<file path="src/rtl/pattern_gen_if.sv">
// Sample-stream bundle between a controller and the pattern generator.
// The controller (master) owns the run/burst controls; the generator (slave)
// returns the registered sample stream and its qualifiers.
interface pattern_gen_if #(
    parameter int W     = 8,
    parameter int LEN_W = 10
);
    logic             nEN;
    logic             START;
    logic [1:0]       MODE;
    logic [W-1:0]     STEP;
    logic [W-1:0]     LIMIT;
    logic [LEN_W-1:0] LEN;
    logic [W-1:0]     Q;
    logic             VALID;
    logic             LAST;
    logic             BUSY;

    modport master (
        output nEN, START, MODE, STEP, LIMIT, LEN,
        input  Q, VALID, LAST, BUSY
    );

    modport slave (
        input  nEN, START, MODE, STEP, LIMIT, LEN,
        output Q, VALID, LAST, BUSY
    );
endinterface

</file>
<file path="src/rtl/pattern_gen.sv">
// Burst dummy-data generator standing in for the ADC/beamformer front end.
// Emits LEN samples per burst as up-ramp, down-ramp, triangle or Galois LFSR
// noise, qualified by VALID/LAST, with nEN stalls that never drop or repeat data.
module pattern_gen #(
    parameter int W     = 8,
    parameter int LEN_W = 10,
    parameter int SEED  = 1
) (
    input logic         CLK,
    input logic         nCLR,
    pattern_gen_if.slave bus
);

    typedef enum logic [0:0] {
        IDLE = 1'b0,
        RUN  = 1'b1
    } state_t;

    localparam logic [15:0]    TAPS16  = (W == 8)  ? 16'h00B8 :
                                         (W == 12) ? 16'h0E08 : 16'hB400;
    localparam logic [W-1:0]   TAPS    = TAPS16[W-1:0];
    localparam logic [W-1:0]   SEED_W  = W'(SEED);
    localparam logic [W-1:0]   ONE_W   = {{(W-1){1'b0}}, 1'b1};
    localparam logic [W-1:0]   LFSR_INIT = (SEED_W == '0) ? ONE_W : SEED_W;
    localparam logic [LEN_W:0] REM_ONE = {{LEN_W{1'b0}}, 1'b1};
    localparam logic [LEN_W:0] REM_MAX = {1'b1, {LEN_W{1'b0}}};

    // One Galois right-shift step of the noise register.
    function automatic logic [W-1:0] lfsr_step(input logic [W-1:0] v);
        return (v >> 1) ^ (v[0] ? TAPS : '0);
    endfunction

    state_t         state_r;
    logic [1:0]     mode_r;
    logic [W-1:0]   step_r;
    logic [W-1:0]   limit_r;
    logic [LEN_W:0] rem_r;
    logic [W-1:0]   cur_r;
    logic           dir_down_r;
    logic [W-1:0]   lfsr_r;
    logic [W-1:0]   q_r;
    logic           valid_r;
    logic           last_r;

    logic [W:0]     sum_s;
    logic [W-1:0]   diff_s;
    logic [W-1:0]   nxt_cur_s;
    logic           nxt_dir_s;

    assign bus.Q     = q_r;
    assign bus.VALID = valid_r;
    assign bus.LAST  = last_r;
    assign bus.BUSY  = (state_r == RUN);

    // Next ramp/triangle value; comparisons are done one bit wider so a
    // large STEP can never wrap past LIMIT unnoticed.
    always_comb begin
        sum_s     = {1'b0, cur_r} + {1'b0, step_r};
        diff_s    = cur_r - step_r;
        nxt_cur_s = cur_r;
        nxt_dir_s = dir_down_r;
        case (mode_r)
            2'd0: begin
                if (sum_s > {1'b0, limit_r}) nxt_cur_s = '0;
                else                         nxt_cur_s = sum_s[W-1:0];
            end
            2'd1: begin
                if (cur_r < step_r) nxt_cur_s = limit_r;
                else                nxt_cur_s = diff_s;
            end
            2'd2: begin
                if (!dir_down_r) begin
                    if (sum_s >= {1'b0, limit_r}) begin
                        nxt_cur_s = limit_r;
                        nxt_dir_s = 1'b1;
                    end else begin
                        nxt_cur_s = sum_s[W-1:0];
                    end
                end else begin
                    if (cur_r <= step_r) begin
                        nxt_cur_s = '0;
                        nxt_dir_s = 1'b0;
                    end else begin
                        nxt_cur_s = diff_s;
                    end
                end
            end
            default: begin
                nxt_cur_s = cur_r;
                nxt_dir_s = dir_down_r;
            end
        endcase
    end

    // Burst FSM with shadowed controls and registered sample outputs.
    always_ff @(posedge CLK) begin
        if (!nCLR) begin
            state_r    <= IDLE;
            mode_r     <= 2'd0;
            step_r     <= ONE_W;
            limit_r    <= '0;
            rem_r      <= '0;
            cur_r      <= '0;
            dir_down_r <= 1'b0;
            lfsr_r     <= LFSR_INIT;
            q_r        <= '0;
            valid_r    <= 1'b0;
            last_r     <= 1'b0;
        end else begin
            case (state_r)
                IDLE: begin
                    valid_r <= 1'b0;
                    last_r  <= 1'b0;
                    if (bus.START) begin
                        state_r    <= RUN;
                        mode_r     <= bus.MODE;
                        step_r     <= (bus.STEP == '0) ? ONE_W : bus.STEP;
                        limit_r    <= bus.LIMIT;
                        rem_r      <= (bus.LEN == '0) ? REM_MAX : {1'b0, bus.LEN};
                        dir_down_r <= 1'b0;
                        case (bus.MODE)
                            2'd0:    cur_r <= '0;
                            2'd1:    cur_r <= bus.LIMIT;
                            2'd2:    cur_r <= '0;
                            default: cur_r <= cur_r;
                        endcase
                    end
                end
                RUN: begin
                    if (!bus.nEN) begin
                        valid_r <= 1'b1;
                        last_r  <= (rem_r == REM_ONE);
                        rem_r   <= rem_r - REM_ONE;
                        if (mode_r == 2'd3) begin
                            q_r    <= lfsr_r;
                            lfsr_r <= lfsr_step(lfsr_r);
                        end else begin
                            q_r        <= cur_r;
                            cur_r      <= nxt_cur_s;
                            dir_down_r <= nxt_dir_s;
                        end
                        if (rem_r == REM_ONE) state_r <= IDLE;
                        else                  state_r <= RUN;
                    end else begin
                        valid_r <= 1'b0;
                        last_r  <= 1'b0;
                    end
                end
                default: begin
                    state_r <= IDLE;
                    valid_r <= 1'b0;
                    last_r  <= 1'b0;
                end
            endcase
        end
    end

endmodule

</file>
<file path="src/flat_wrapper.sv">
// flat-port wrapper written by rule: the top's interface ports become plain ports
module pattern_gen_flat 
#(
    parameter int W     = 8,
    parameter int LEN_W = 10,
    parameter int SEED  = 1
)
  (CLK, nCLR, bus_nEN, bus_START, bus_MODE, bus_STEP, bus_LIMIT, bus_LEN, bus_Q, bus_VALID, bus_LAST, bus_BUSY);
  pattern_gen_if #(.W(W), .LEN_W(LEN_W)) bus_i ();
  input logic CLK;
  input logic nCLR;
  input wire logic [$bits(bus_i.nEN)-1:0] bus_nEN;
  input wire logic [$bits(bus_i.START)-1:0] bus_START;
  input wire logic [$bits(bus_i.MODE)-1:0] bus_MODE;
  input wire logic [$bits(bus_i.STEP)-1:0] bus_STEP;
  input wire logic [$bits(bus_i.LIMIT)-1:0] bus_LIMIT;
  input wire logic [$bits(bus_i.LEN)-1:0] bus_LEN;
  output wire logic [$bits(bus_i.Q)-1:0] bus_Q;
  output wire logic [$bits(bus_i.VALID)-1:0] bus_VALID;
  output wire logic [$bits(bus_i.LAST)-1:0] bus_LAST;
  output wire logic [$bits(bus_i.BUSY)-1:0] bus_BUSY;
  assign bus_i.nEN = bus_nEN;
  assign bus_i.START = bus_START;
  assign bus_i.MODE = bus_MODE;
  assign bus_i.STEP = bus_STEP;
  assign bus_i.LIMIT = bus_LIMIT;
  assign bus_i.LEN = bus_LEN;
  assign bus_Q = bus_i.Q;
  assign bus_VALID = bus_i.VALID;
  assign bus_LAST = bus_i.LAST;
  assign bus_BUSY = bus_i.BUSY;
  pattern_gen #(.W(W), .LEN_W(LEN_W), .SEED(SEED)) u_core (.CLK(CLK), .nCLR(nCLR), .bus(bus_i));
endmodule
</file>
<file path="config.mk">
export PLATFORM = sky130hd
export DESIGN_NAME = pattern_gen_flat
export DESIGN_NICKNAME = d
export VERILOG_FILES = /design/src/rtl/pattern_gen_if.sv /design/src/rtl/pattern_gen.sv /design/src/flat_wrapper.sv
export SDC_FILE = /design/constraint.sdc
export NUM_CORES = 1
export LEC_CHECK = 0
export BUFFER_PORTS_ARGS = -buffer_cell sky130_fd_sc_hd__buf_2
export CORE_AREA = 2 2 106 108
export DETAILED_ROUTE_END_ITERATION = 16
export DIE_AREA = 0 0 108 110
export MAX_ROUTING_LAYER = met4
export PLACE_DENSITY = 0.67
export REMOVE_ABC_BUFFERS = 1
export SLEW_MARGIN = 10
export SYNTH_ARGS = -nofsm -noshare
export SYNTH_HDL_FRONTEND = slang
export SYNTH_SLANG_ARGS = --single-unit
</file>
<file path="constraint.sdc">
create_clock -name CLK -period 9.9 [get_ports CLK]
set_clock_uncertainty 0.05 [all_clocks]
set_input_delay 0 -clock CLK [delete_from_list [all_inputs] [get_ports CLK]]
set_output_delay 0 -clock CLK [all_outputs]
set_load 0.05 [all_outputs]
</file>
[Yosys cells after proc, flatten, opt, wreduce, memory -nomap -nowiden]
Index checks and enable logic that the tools add are counted.
W data, S select, Z words.
Word-level totals
  output and inout bits: 11
  bits in registers: 57
  memories: 0
  logic and storage cells: 78
  bits in latches: 0
  input port bits: 32
  RAM bits: 0
  memory bits (read-only): 0
Operators by class
  $mul: 0
  div/mod/pow operators: 0
  bitwise gates (word level): 3
  mux-type cells: 34
  order comparisons: 4
  reductions and logical operators: 11
  shift-type cells: 0
  add/subtract/negate cells: 3
  eq/ne operators: 12
Operators by type and width (number)
  $mux W8: 11
  $mux W11: 3
  $pmux W8 S2: 2
  $pmux W8 S3: 1
  $pmux W11 S2: 1
  $mux W1: 12
  $eq A11 B1 Y1 const B: 1
  $sub A11 B1 Y11 const B: 1
  $logic_not A10 Y1: 1
  $add A8 B8 Y9: 1
  $ge A9 B8 Y1: 1
  $gt A9 B8 Y1: 1
  $le A8 B8 Y1: 1
  $logic_not A8 Y1: 1
  $lt A8 B8 Y1: 1
  $ne A2 B2 Y1 const B: 4
  $pmux W1 S2: 4
  $sub A8 B8 Y8: 1
  $xor A7 B8 Y8: 1
  $eq A2 B2 Y1 const B: 3
  $reduce_and A2 Y1: 3
  $reduce_and A5 Y1: 1
  $eq A2 B1 Y1 const B: 2
  $logic_not A2 Y1: 2
  other kinds (6): 7

[Logic depth before layout (Yosys ltp)]
Gate-level depths: netlist of the first run.
  depth after elaboration: 8
  gate-level depth with buffers: 17
  depth with buffers taken out: 15

[Worst setup path before layout of the first run]
Ideal clock, no wire load.
  kind: register -> register
  start: register u_core.cur_r[0]
  end: register u_core.cur_r[6]
  cell stages (with the launch flop): 15
  arrival time: 3.146 ns
  buffers on the path: 0
  library setup time: 0.131 ns
  data required time: 9.719 ns
  period minus slack after synthesis: 3.327 ns
  slack: 6.573 ns
  cells stage by stage: dfxtp_1 -> ha_1 -> fa_1 -> nor2b_2 -> o211ai_4 -> nand3_1 -> xnor2_1 -> ha_1 -> a22oi_1 -> nand2_1 -> o22a_1 -> nor3_4 -> mux2_2 -> a211oi_1 -> a21oi_1
On the way
  cells in the longest elaborated chain, start to end: 8
  elaborated cells between the ends (all ways): 15
  those cells by class: add/sub (2); order compare (4); mux (9)
RTL lines
  start: declaration: line pattern_gen.sv:38  | logic [W-1:0] cur_r;
  start signal: assignment: line pattern_gen.sv:123  | 2'd1: cur_r <= bus.LIMIT;
  start signal: assignment: line pattern_gen.sv:125  | default: cur_r <= cur_r;
  start signal: assignment: line pattern_gen.sv:139  | cur_r <= nxt_cur_s;
  $add A8 B8 Y9: line pattern_gen.sv:58  | sum_s = {1'b0, cur_r} + {1'b0, step_r};
  $ge A9 B8 Y1: line pattern_gen.sv:73  | if (sum_s >= {1'b0, limit_r}) begin
  $mux W8: line pattern_gen.sv:73
  $mux W8: line pattern_gen.sv:72  | if (!dir_down_r) begin
  $pmux W8 S3 *: line pattern_gen.sv:62  | case (mode_r)
  $mux W8 *: line pattern_gen.sv:134  | if (mode_r == 2'd3) begin
  $mux W8 *: line pattern_gen.sv:130  | if (!bus.nEN) begin
  $pmux W8 S2 *: line pattern_gen.sv:110  | case (state_r)
Every way passes the cells marked *; elsewhere a longest branch is shown, timed or not. The select of a mux whose other input is x is not followed.
A chain may end at the register's enable or synchronous reset.

[Worst setup path in the final report of the first run]
Same ends and word-level chain as after synthesis.

==> tab_implementation.tex, run 1 <==
\begin{tabular}{lr}
\hline
Metric & Value \\
\hline
\multicolumn{2}{l}{\textbf{Global routing}} \\
Antenna violations before repair & 0 \\
Wire length of the first global-routing pass & 19100 µm \\
Global-route usage over all layers & 21.0\% \\
Number of global-route vias before repair & 3834 \\
Overflow after GRT & 0 \\
Pin count of the biggest net entering global routing & 63 \\
\multicolumn{2}{l}{\textbf{Clock network}} \\
CTS root buffer & sky130\_fd\_sc\_hd\_\_clkbuf\_8 \\
Clock edge transition at the registers on the reported setup and hold paths & 70 ps \\
Clock sink count & 57 \\
Number of buffers created by CTS & 9 \\
Setup Fix Bufs, Post-CTS & 0 \\
Latest clock arrival within the worst-skew pair & 340 ps \\
CTS tree & yes \\
Worst-case clock buffer depth & 2 \\
CTS H-tree lvls & 3 \\
\multicolumn{2}{l}{\textbf{Worst setup path}} \\
Endpoint arrival time on the critical path & 4190 ps \\
CP max stage cell & sky130\_fd\_sc\_hd\_\_nor3\_4 \\
Critical path class & reg -> reg \\
Worst R2R Start & u\_core.cur\_r[0] \\
Cells along the critical path & ha\_1 > fa\_1 > nor2b\_2 > o211ai\_4 > nand3\_1 > xnor2\_1 > ha\_1 > o21ai\_0 > nor2\_1 > o22a\_1 > nor3\_4 > mux2\_2 > a211oi\_1 > a21oi\_1 \\
Critical Path Start Type & flip-flop \\
Logic depth of the worst register-to-register path & 14 \\
Most used cell, CP & sky130\_fd\_sc\_hd\_\_ha\_1 \\
Data required time at the worst endpoint & 10070 ps \\
Kind of end point of the critical path & flip-flop \\
Minimum setup slack among reg-to-reg paths & 5880 ps \\
Endpoint of the worst register-to-register path & u\_core.cur\_r[6] \\
Largest fanout on the critical path & 12 \\
Crit-path max cell delay & 510 ps \\
\multicolumn{2}{l}{\textbf{Floorplanning}} \\
Starting Density & 38.9\% \\
Number of rows created at floorplan & 38 \\
\# IOs & 43 \\
Area of the die & 11900 µm² \\
Floorplan die height & 110 µm \\
Area of the placeable core & 10700 µm² \\
Die boundary width & 108 µm \\
\multicolumn{2}{l}{\textbf{Timing}} \\
Relative slew margins & 28.9\% \\
Measured slew at the worst slew-check pin & 1070 ps \\
RSZ-0062 raised after global routing & false \\
Number of hold violations in the final report & 0 \\
Highest attainable clock frequency & 0.249 GHz \\
Final worst-path cycle share & 40.6\% \\
Worst setup margin & 5880 ps \\
Finish-stage setup viols & 0 \\
Period minus WS final & 4020 ps \\
Slew Limit Fails & 0 \\
Sum of negative setup slack & 0 ps \\
\multicolumn{2}{l}{\textbf{Hold path}} \\
Worst hold start & bus\_LEN[4] \\
Class of the most critical hold timing path & in -> reg \\
Terminating pin of the worst hold path & u\_core.rem\_r[4] \\
Hold Path Stages & 4 \\
\multicolumn{2}{l}{\textbf{Place}} \\
Post-detailed-placement half-perimeter wirelength & 8480 µm \\
Final weighted congestion of routability-driven global placement & 0.938 \\
Number of buffer cells added on primary ports & 42 \\
Worst setup timing slack at the placement stage & 5910 ps \\
\multicolumn{2}{l}{\textbf{Cells and area}} \\
\# diodes & 0 \\
Most frequent cells in the layout & 89 x sky130\_fd\_sc\_hd\_\_nand2\_1, 57 x sky130\_fd\_sc\_hd\_\_dfxtp\_1, 42 x sky130\_fd\_sc\_hd\_\_buf\_2, 31 x sky130\_fd\_sc\_hd\_\_a21oi\_1, 30 x sky130\_fd\_sc\_hd\_\_ha\_1 \\
Layout overhead on the synthesized area & 16.3\% \\
Share of post-route cells with drive strength above 1 & 15.6\% \\
Most common cell after layout, fill and taps aside & sky130\_fd\_sc\_hd\_\_nand2\_1 \\
Final net count & 631 \\
\multicolumn{2}{l}{\textbf{Synthesis}} \\
Share of synthesized flip-flops with an asynchronous set or reset & 0\% \\
Most common flop cell mapped by yosys & sky130\_fd\_sc\_hd\_\_dfxtp\_1 \\
Total number of yosys warnings & 0 \\
Seq/Total Area, Yosys & 27.4\% \\
Number of unique standard cell types used by synthesis & 68 \\
Count of flip-flops with a built-in enable after synthesis & 0 \\
Average cell area after synthesis & 8.04 µm² \\
Synthesized cell area & 4170 µm² \\
Gate Count Post-Synth & 518 \\
Number of storage elements in the synthesis netlist & 57 \\
\multicolumn{2}{l}{\textbf{Pwr}} \\
Pwr/cell area & 147 nW/µm² \\
Leak & 2.09 nW \\
Max VDD drop & 0.0968 mV \\
\multicolumn{2}{l}{\textbf{Detailed routing}} \\
Post-DR wirelength/cell & 16.1 µm \\
Post-detailed-route via-to-cell ratio & 5.45 \\
Detailed-route wire length & 11500 µm \\
Detailed-router iteration count before antenna repair & 5 \\
DRC errors left & 0 \\
Count of nets left with antenna violations after detail routing & 0 \\
Via count of the routed design & 3877 \\
Count of routing violations after the opening detailed-route iteration & 283 \\
\multicolumn{2}{l}{\textbf{Flow run}} \\
Maximum capacitance violations & 0 \\
\multicolumn{2}{l}{\textbf{Status}} \\
Outcome & finished clean \\
\hline
\end{tabular}
==> logic make-up after synthesis <==
| group | synth area share (%) |
|---|---|
| buffers and inverters | 6.40 |
| XOR/XNOR | 4.17 |
| multiplexers | 2.73 |
| AO/OA/AOI/OAI | 26.7 |
| flip-flops | 27.4 |
| AND/OR/NAND/NOR | 22.6 |
| adder cells (fa/ha/maj) | 9.97 |
==> through the flow <==
step	instance area [µm²]	instances	total power (W)	hold slack, ps	utilization [%]
floorplan	4010	486	0.000433	21.8	-
detailed placement	4430	672	0.000506	218	41.4
finish	4850	712	0.000711	21.3	45.3
global placement	4430	672	0.000502	209	41.4
global route	4850	712	0.000751	57.3	45.3
CTS	4850	712	0.000712	12.8	45.3
==> cell usage after synthesis, types with 2 or more instances <==
library cell               number  share of area [%]
sky130_fd_sc_hd__xnor2_1       15                3.2
sky130_fd_sc_hd__nor4_1         6               0.90
sky130_fd_sc_hd__dfxtp_1       57                 27
sky130_fd_sc_hd__a22oi_1        2               0.36
sky130_fd_sc_hd__and2_1         6               0.90
sky130_fd_sc_hd__nand2_1       89                8.0
sky130_fd_sc_hd__buf_2          6               0.72
sky130_fd_sc_hd__buf_6          4                1.1
sky130_fd_sc_hd__o311ai_0       2               0.42
sky130_fd_sc_hd__nand3b_1       3               0.54
sky130_fd_sc_hd__a211oi_2       2               0.60
sky130_fd_sc_hd__clkbuf_1      19                1.7
sky130_fd_sc_hd__nand4b_1       2               0.42
sky130_fd_sc_hd__a211oi_1       4               0.72
sky130_fd_sc_hd__nand2b_1       7                1.1
sky130_fd_sc_hd__mux2i_1        8                1.9
sky130_fd_sc_hd__o31ai_1        2               0.36
sky130_fd_sc_hd__o211a_1       15                3.6
sky130_fd_sc_hd__inv_1         28                2.5
sky130_fd_sc_hd__o21ai_0       21                2.5
sky130_fd_sc_hd__nor3_1        11                1.3
sky130_fd_sc_hd__nand4_1        7                1.1
sky130_fd_sc_hd__a221oi_1       5                1.1
sky130_fd_sc_hd__o21a_1         2               0.36
sky130_fd_sc_hd__o211ai_1       6                1.1
sky130_fd_sc_hd__a21o_1         4               0.72
sky130_fd_sc_hd__nor2_1        25                2.3
sky130_fd_sc_hd__nor2b_1       13                2.0
sky130_fd_sc_hd__a21oi_4        2               0.78
sky130_fd_sc_hd__a21boi_0      22                4.0
sky130_fd_sc_hd__ha_1          30                9.0
sky130_fd_sc_hd__xor2_1         3               0.63
sky130_fd_sc_hd__a31oi_1        5               0.75
sky130_fd_sc_hd__o22a_1         2               0.42
sky130_fd_sc_hd__fa_1           2               0.96
sky130_fd_sc_hd__mux2_2         3               0.81
sky130_fd_sc_hd__nand3_1       13                1.6
sky130_fd_sc_hd__buf_1          3               0.27
sky130_fd_sc_hd__a21oi_2        2               0.42
sky130_fd_sc_hd__a21oi_1       31                3.7
sky130_fd_sc_hd__and3_1         2               0.30
==> state kept, by name, indices dropped and copies added, names as in the netlist <==
register and flops:
u_core.bus.BUSY 1, u_core.lfsr_r 8, u_core.step_r 8, u_core.dir_down_r 1, u_core.cur_r 8, u_core.bus.Q 8
u_core.limit_r 8, u_core.bus.LAST 1, u_core.rem_r 11, u_core.bus.VALID 1, u_core.mode_r 2
==> per-layer routing <==
layer	up-vias	global-route usage, %	wire length, µm
met4	0	7.60	300
met1	1814	26.1	5160
met5	-	-	0
met2	115	35.1	5550
met3	23	2.70	458
li1	1925	-	-
==> worst max path at each step <==
stage | startpoint | endpoint | slack, ps | cells past startpoint
after global placement | u_core.step_r[3] | u_core.cur_r[4] | 6060 | 15
after floorplan | u_core.cur_r[0] | u_core.cur_r[6] | 6360 | 14
after global routing | u_core.step_r[4] | u_core.cur_r[6] | 5600 | 15
final | u_core.cur_r[0] | u_core.cur_r[6] | 5880 | 14
after detailed placement | u_core.cur_r[0] | u_core.cur_r[6] | 5910 | 14
after CTS | u_core.cur_r[0] | u_core.cur_r[6] | 5900 | 14
==> repair_timing <==
action / CTS / global route
hold endpoints to repair: 25 / 0
hold buffers: 24 / 0
gates resized for setup: 0 / 0
==> where the power goes <==
part           internal (W)  switching [W]
Sequential         0.000243      0.0000155
Clock             0.0000973       0.000101
Combinational      0.000101       0.000152
==> area by class of cell <==
type / count / area [µm²]
inverters: 29 / 109
fillers: 1071 / 5850
well taps: 140 / 175
clock inverters: 6 / 41.3
flip-flops and latches: 57 / 1140
repair buffers: 70 / 480
multi-input cells: 400 / 2760
clock buffers: 10 / 138
==> worst max-delay path, delay by kind of cell (launching register included) <==
family / cells / cell delay [ps]
fa+ha+maj: 3 / 940
mux: 1 / 400
simple gates: 4 / 870
flops: 1 / 330
compound gates: 5 / 1020
xor+xnor: 1 / 270
Note: power is estimated with default switching activity, not from simulation.
==> run 2, diff against run 1 <==
- clock period: 9.9 -> 3.7 ns (I/O delays scaled with it)
==> tab_implementation.tex, run 2 (same netlist as run 1, synthesis figures left out) <==
\begin{tabular}{lr}
\hline
Metric & Value \\
\hline
\multicolumn{2}{l}{\textbf{Status}} \\
Outcome & finished clean \\
\multicolumn{2}{l}{\textbf{Pwr}} \\
Pwr/cell area & 406 nW/µm² \\
Leak & 2.17 nW \\
Design Power & 0.00202 W \\
Max VDD drop & 0.247 mV \\
\multicolumn{2}{l}{\textbf{Cells and area}} \\
Most common cell after layout, fill and taps aside & sky130\_fd\_sc\_hd\_\_nand2\_1 \\
Final net count & 642 \\
Flip-flop count of the largest register, all copies and words added & 11 \\
Most frequent cells in the layout & 89 x sky130\_fd\_sc\_hd\_\_nand2\_1, 56 x sky130\_fd\_sc\_hd\_\_dfxtp\_1, 42 x sky130\_fd\_sc\_hd\_\_buf\_2, 30 x sky130\_fd\_sc\_hd\_\_a21oi\_1, 30 x sky130\_fd\_sc\_hd\_\_ha\_1 \\
Layout overhead on the synthesized area & 19.6\% \\
Register bank with the most flops & u\_core.rem\_r \\
\# diodes & 0 \\
Final cell area excluding filler cells & 4980 µm² \\
Share of post-route cells with drive strength above 1 & 17.8\% \\
\multicolumn{2}{l}{\textbf{Detailed routing}} \\
DRC errors left & 0 \\
Count of nets left with antenna violations after detail routing & 0 \\
Post-detailed-route via-to-cell ratio & 5.52 \\
Detailed-route wire length & 11900 µm \\
Count of routing violations after the opening detailed-route iteration & 264 \\
Via count of the routed design & 3993 \\
Detailed-router iteration count before antenna repair & 5 \\
Post-DR wirelength/cell & 16.5 µm \\
\multicolumn{2}{l}{\textbf{Global routing}} \\
Number of global-route vias before repair & 3741 \\
Wire length of the first global-routing pass & 19000 µm \\
Global-route usage over all layers & 21.1\% \\
Pin count of the biggest net entering global routing & 63 \\
Overflow after GRT & 0 \\
Antenna violations before repair & 0 \\
\multicolumn{2}{l}{\textbf{Timing}} \\
Final worst-path cycle share & 96.2\% \\
Number of hold violations in the final report & 0 \\
Highest attainable clock frequency & 0.281 GHz \\
Post-Route Hold Slack & 36.3 ps \\
Period minus WS final & 3560 ps \\
Slew Limit Fails & 0 \\
Measured slew at the worst slew-check pin & 1110 ps \\
Relative slew margins & 26.1\% \\
Finish-stage setup viols & 0 \\
\multicolumn{2}{l}{\textbf{Flow run}} \\
Maximum capacitance violations & 0 \\
\multicolumn{2}{l}{\textbf{Floorplanning}} \\
Die boundary width & 108 µm \\
\# IOs & 43 \\
Area of the die & 11900 µm² \\
Number of rows created at floorplan & 38 \\
Starting Density & 38.9\% \\
Area of the placeable core & 10700 µm² \\
Floorplan die height & 110 µm \\
\multicolumn{2}{l}{\textbf{Worst setup path}} \\
Critical Path Start Type & flip-flop \\
Data required time at the worst endpoint & 3880 ps \\
Most used cell, CP & sky130\_fd\_sc\_hd\_\_ha\_1 \\
Kind of end point of the critical path & flip-flop \\
Critical path class & reg -> reg \\
Crit-path max cell delay & 400 ps \\
Minimum setup slack among reg-to-reg paths & 140 ps \\
CP max stage cell & sky130\_fd\_sc\_hd\_\_fa\_1 \\
Cells along the critical path & ha\_1 > fa\_1 > nor2b\_2 > o211ai\_4 > nand3\_2 > xnor2\_2 > ha\_1 > a22oi\_1 > nand2\_1 > o22a\_1 > nor3\_4 > mux2\_2 > a211oi\_1 > a21oi\_1 \\
Endpoint arrival time on the critical path & 3740 ps \\
Largest fanout on the critical path & 3 \\
\multicolumn{2}{l}{\textbf{Clock network}} \\
Clock sink count & 57 \\
CTS H-tree lvls & 3 \\
Worst-case clock buffer depth & 2 \\
Clock edge transition at the registers on the reported setup and hold paths & 70 ps \\
Number of buffers created by CTS & 9 \\
CTS root buffer & sky130\_fd\_sc\_hd\_\_clkbuf\_8 \\
Latest clock arrival within the worst-skew pair & 350 ps \\
CTS tree & yes \\
\multicolumn{2}{l}{\textbf{Place}} \\
Final weighted congestion of routability-driven global placement & 0.922 \\
Area of placed instances & 4480 µm² \\
Number of buffer cells added on primary ports & 42 \\
Post-detailed-placement half-perimeter wirelength & 8500 µm \\
\multicolumn{2}{l}{\textbf{Hold path}} \\
Class of the most critical hold timing path & in -> reg \\
\hline
\end{tabular}
run 2: changes by cell type in the layout (fill, tap and decap cells not counted), sizes merged:
cell | previous run | this run
bufinv | 0 | 1
buf | 46 | 56
clkinv | 2 | 1
dlygate4sd3 | 24 | 25
run 2: layout make-up:
class | count | area (µm²)
Inverter | 29 | 109
Timing Repair Buffer | 81 | 569
Sequential cell | 57 | 1140
Fill cell | 1052 | 5710
Multi-Input combinational cell | 400 | 2790
Tap cell | 140 | 175
Clock buffer | 10 | 138
Clock inverter | 6 | 66.3
run 2: final timing paths:
kind	startpoint	endpoint	cells past startpoint
worst max register to register	u_core.cur_r[0]	u_core.cur_r[6]	14
worst min register to register	u_core.lfsr_r[2]	u_core.lfsr_r[2]	2
worst min-delay path	bus_LEN[9]	u_core.rem_r[9]	5
worst max-delay path	u_core.cur_r[0]	u_core.cur_r[6]	14
run 2: report_power, final:
group          internal [W]  switching [W]
clock              0.000330       0.000291
sequential         0.000651      0.0000429
combinational      0.000296       0.000414
run 2: routing by layer:
metal	vias up	global-route usage, %	share of wire, %	wire length (µm)
met2	126	35.4	49	5800
li1	1948	-	-	-
met1	1906	27.0	45	5310
met3	13	3.53	5.3	632
met4	0	4.49	1.3	155
met5	-	-	0	0
run 2: per-stage QoR:
stage	util (%)	worst slack, ps	setup TNS, ps	cells
finish	46.6	140	0	723
global route	46.6	-57.9	-114	723
CTS	46.1	64.7	0	720
detailed placement	41.9	81.8	0	679
global placement	41.9	214	0	679
floorplan	-	164	0	486
run 2: timing repair:
action / in CTS / in global routing
resized for setup: 0 / 6
buffers inserted: 0 / 3
endpoints found under the hold margin: 26 / 0
hold buffers: 25 / 0
setup endpoints to repair: 0 / 6
run 2: critical path, delay by kind of cell, from the launching register on:
family	cells	cell delay, ps
AOI/OAI and AO/OA	5	980
adders and majority gates	3	950
and+or+nand+nor	4	590
muxes	1	370
DFF	1	340
xor gates and xnor gates	1	160
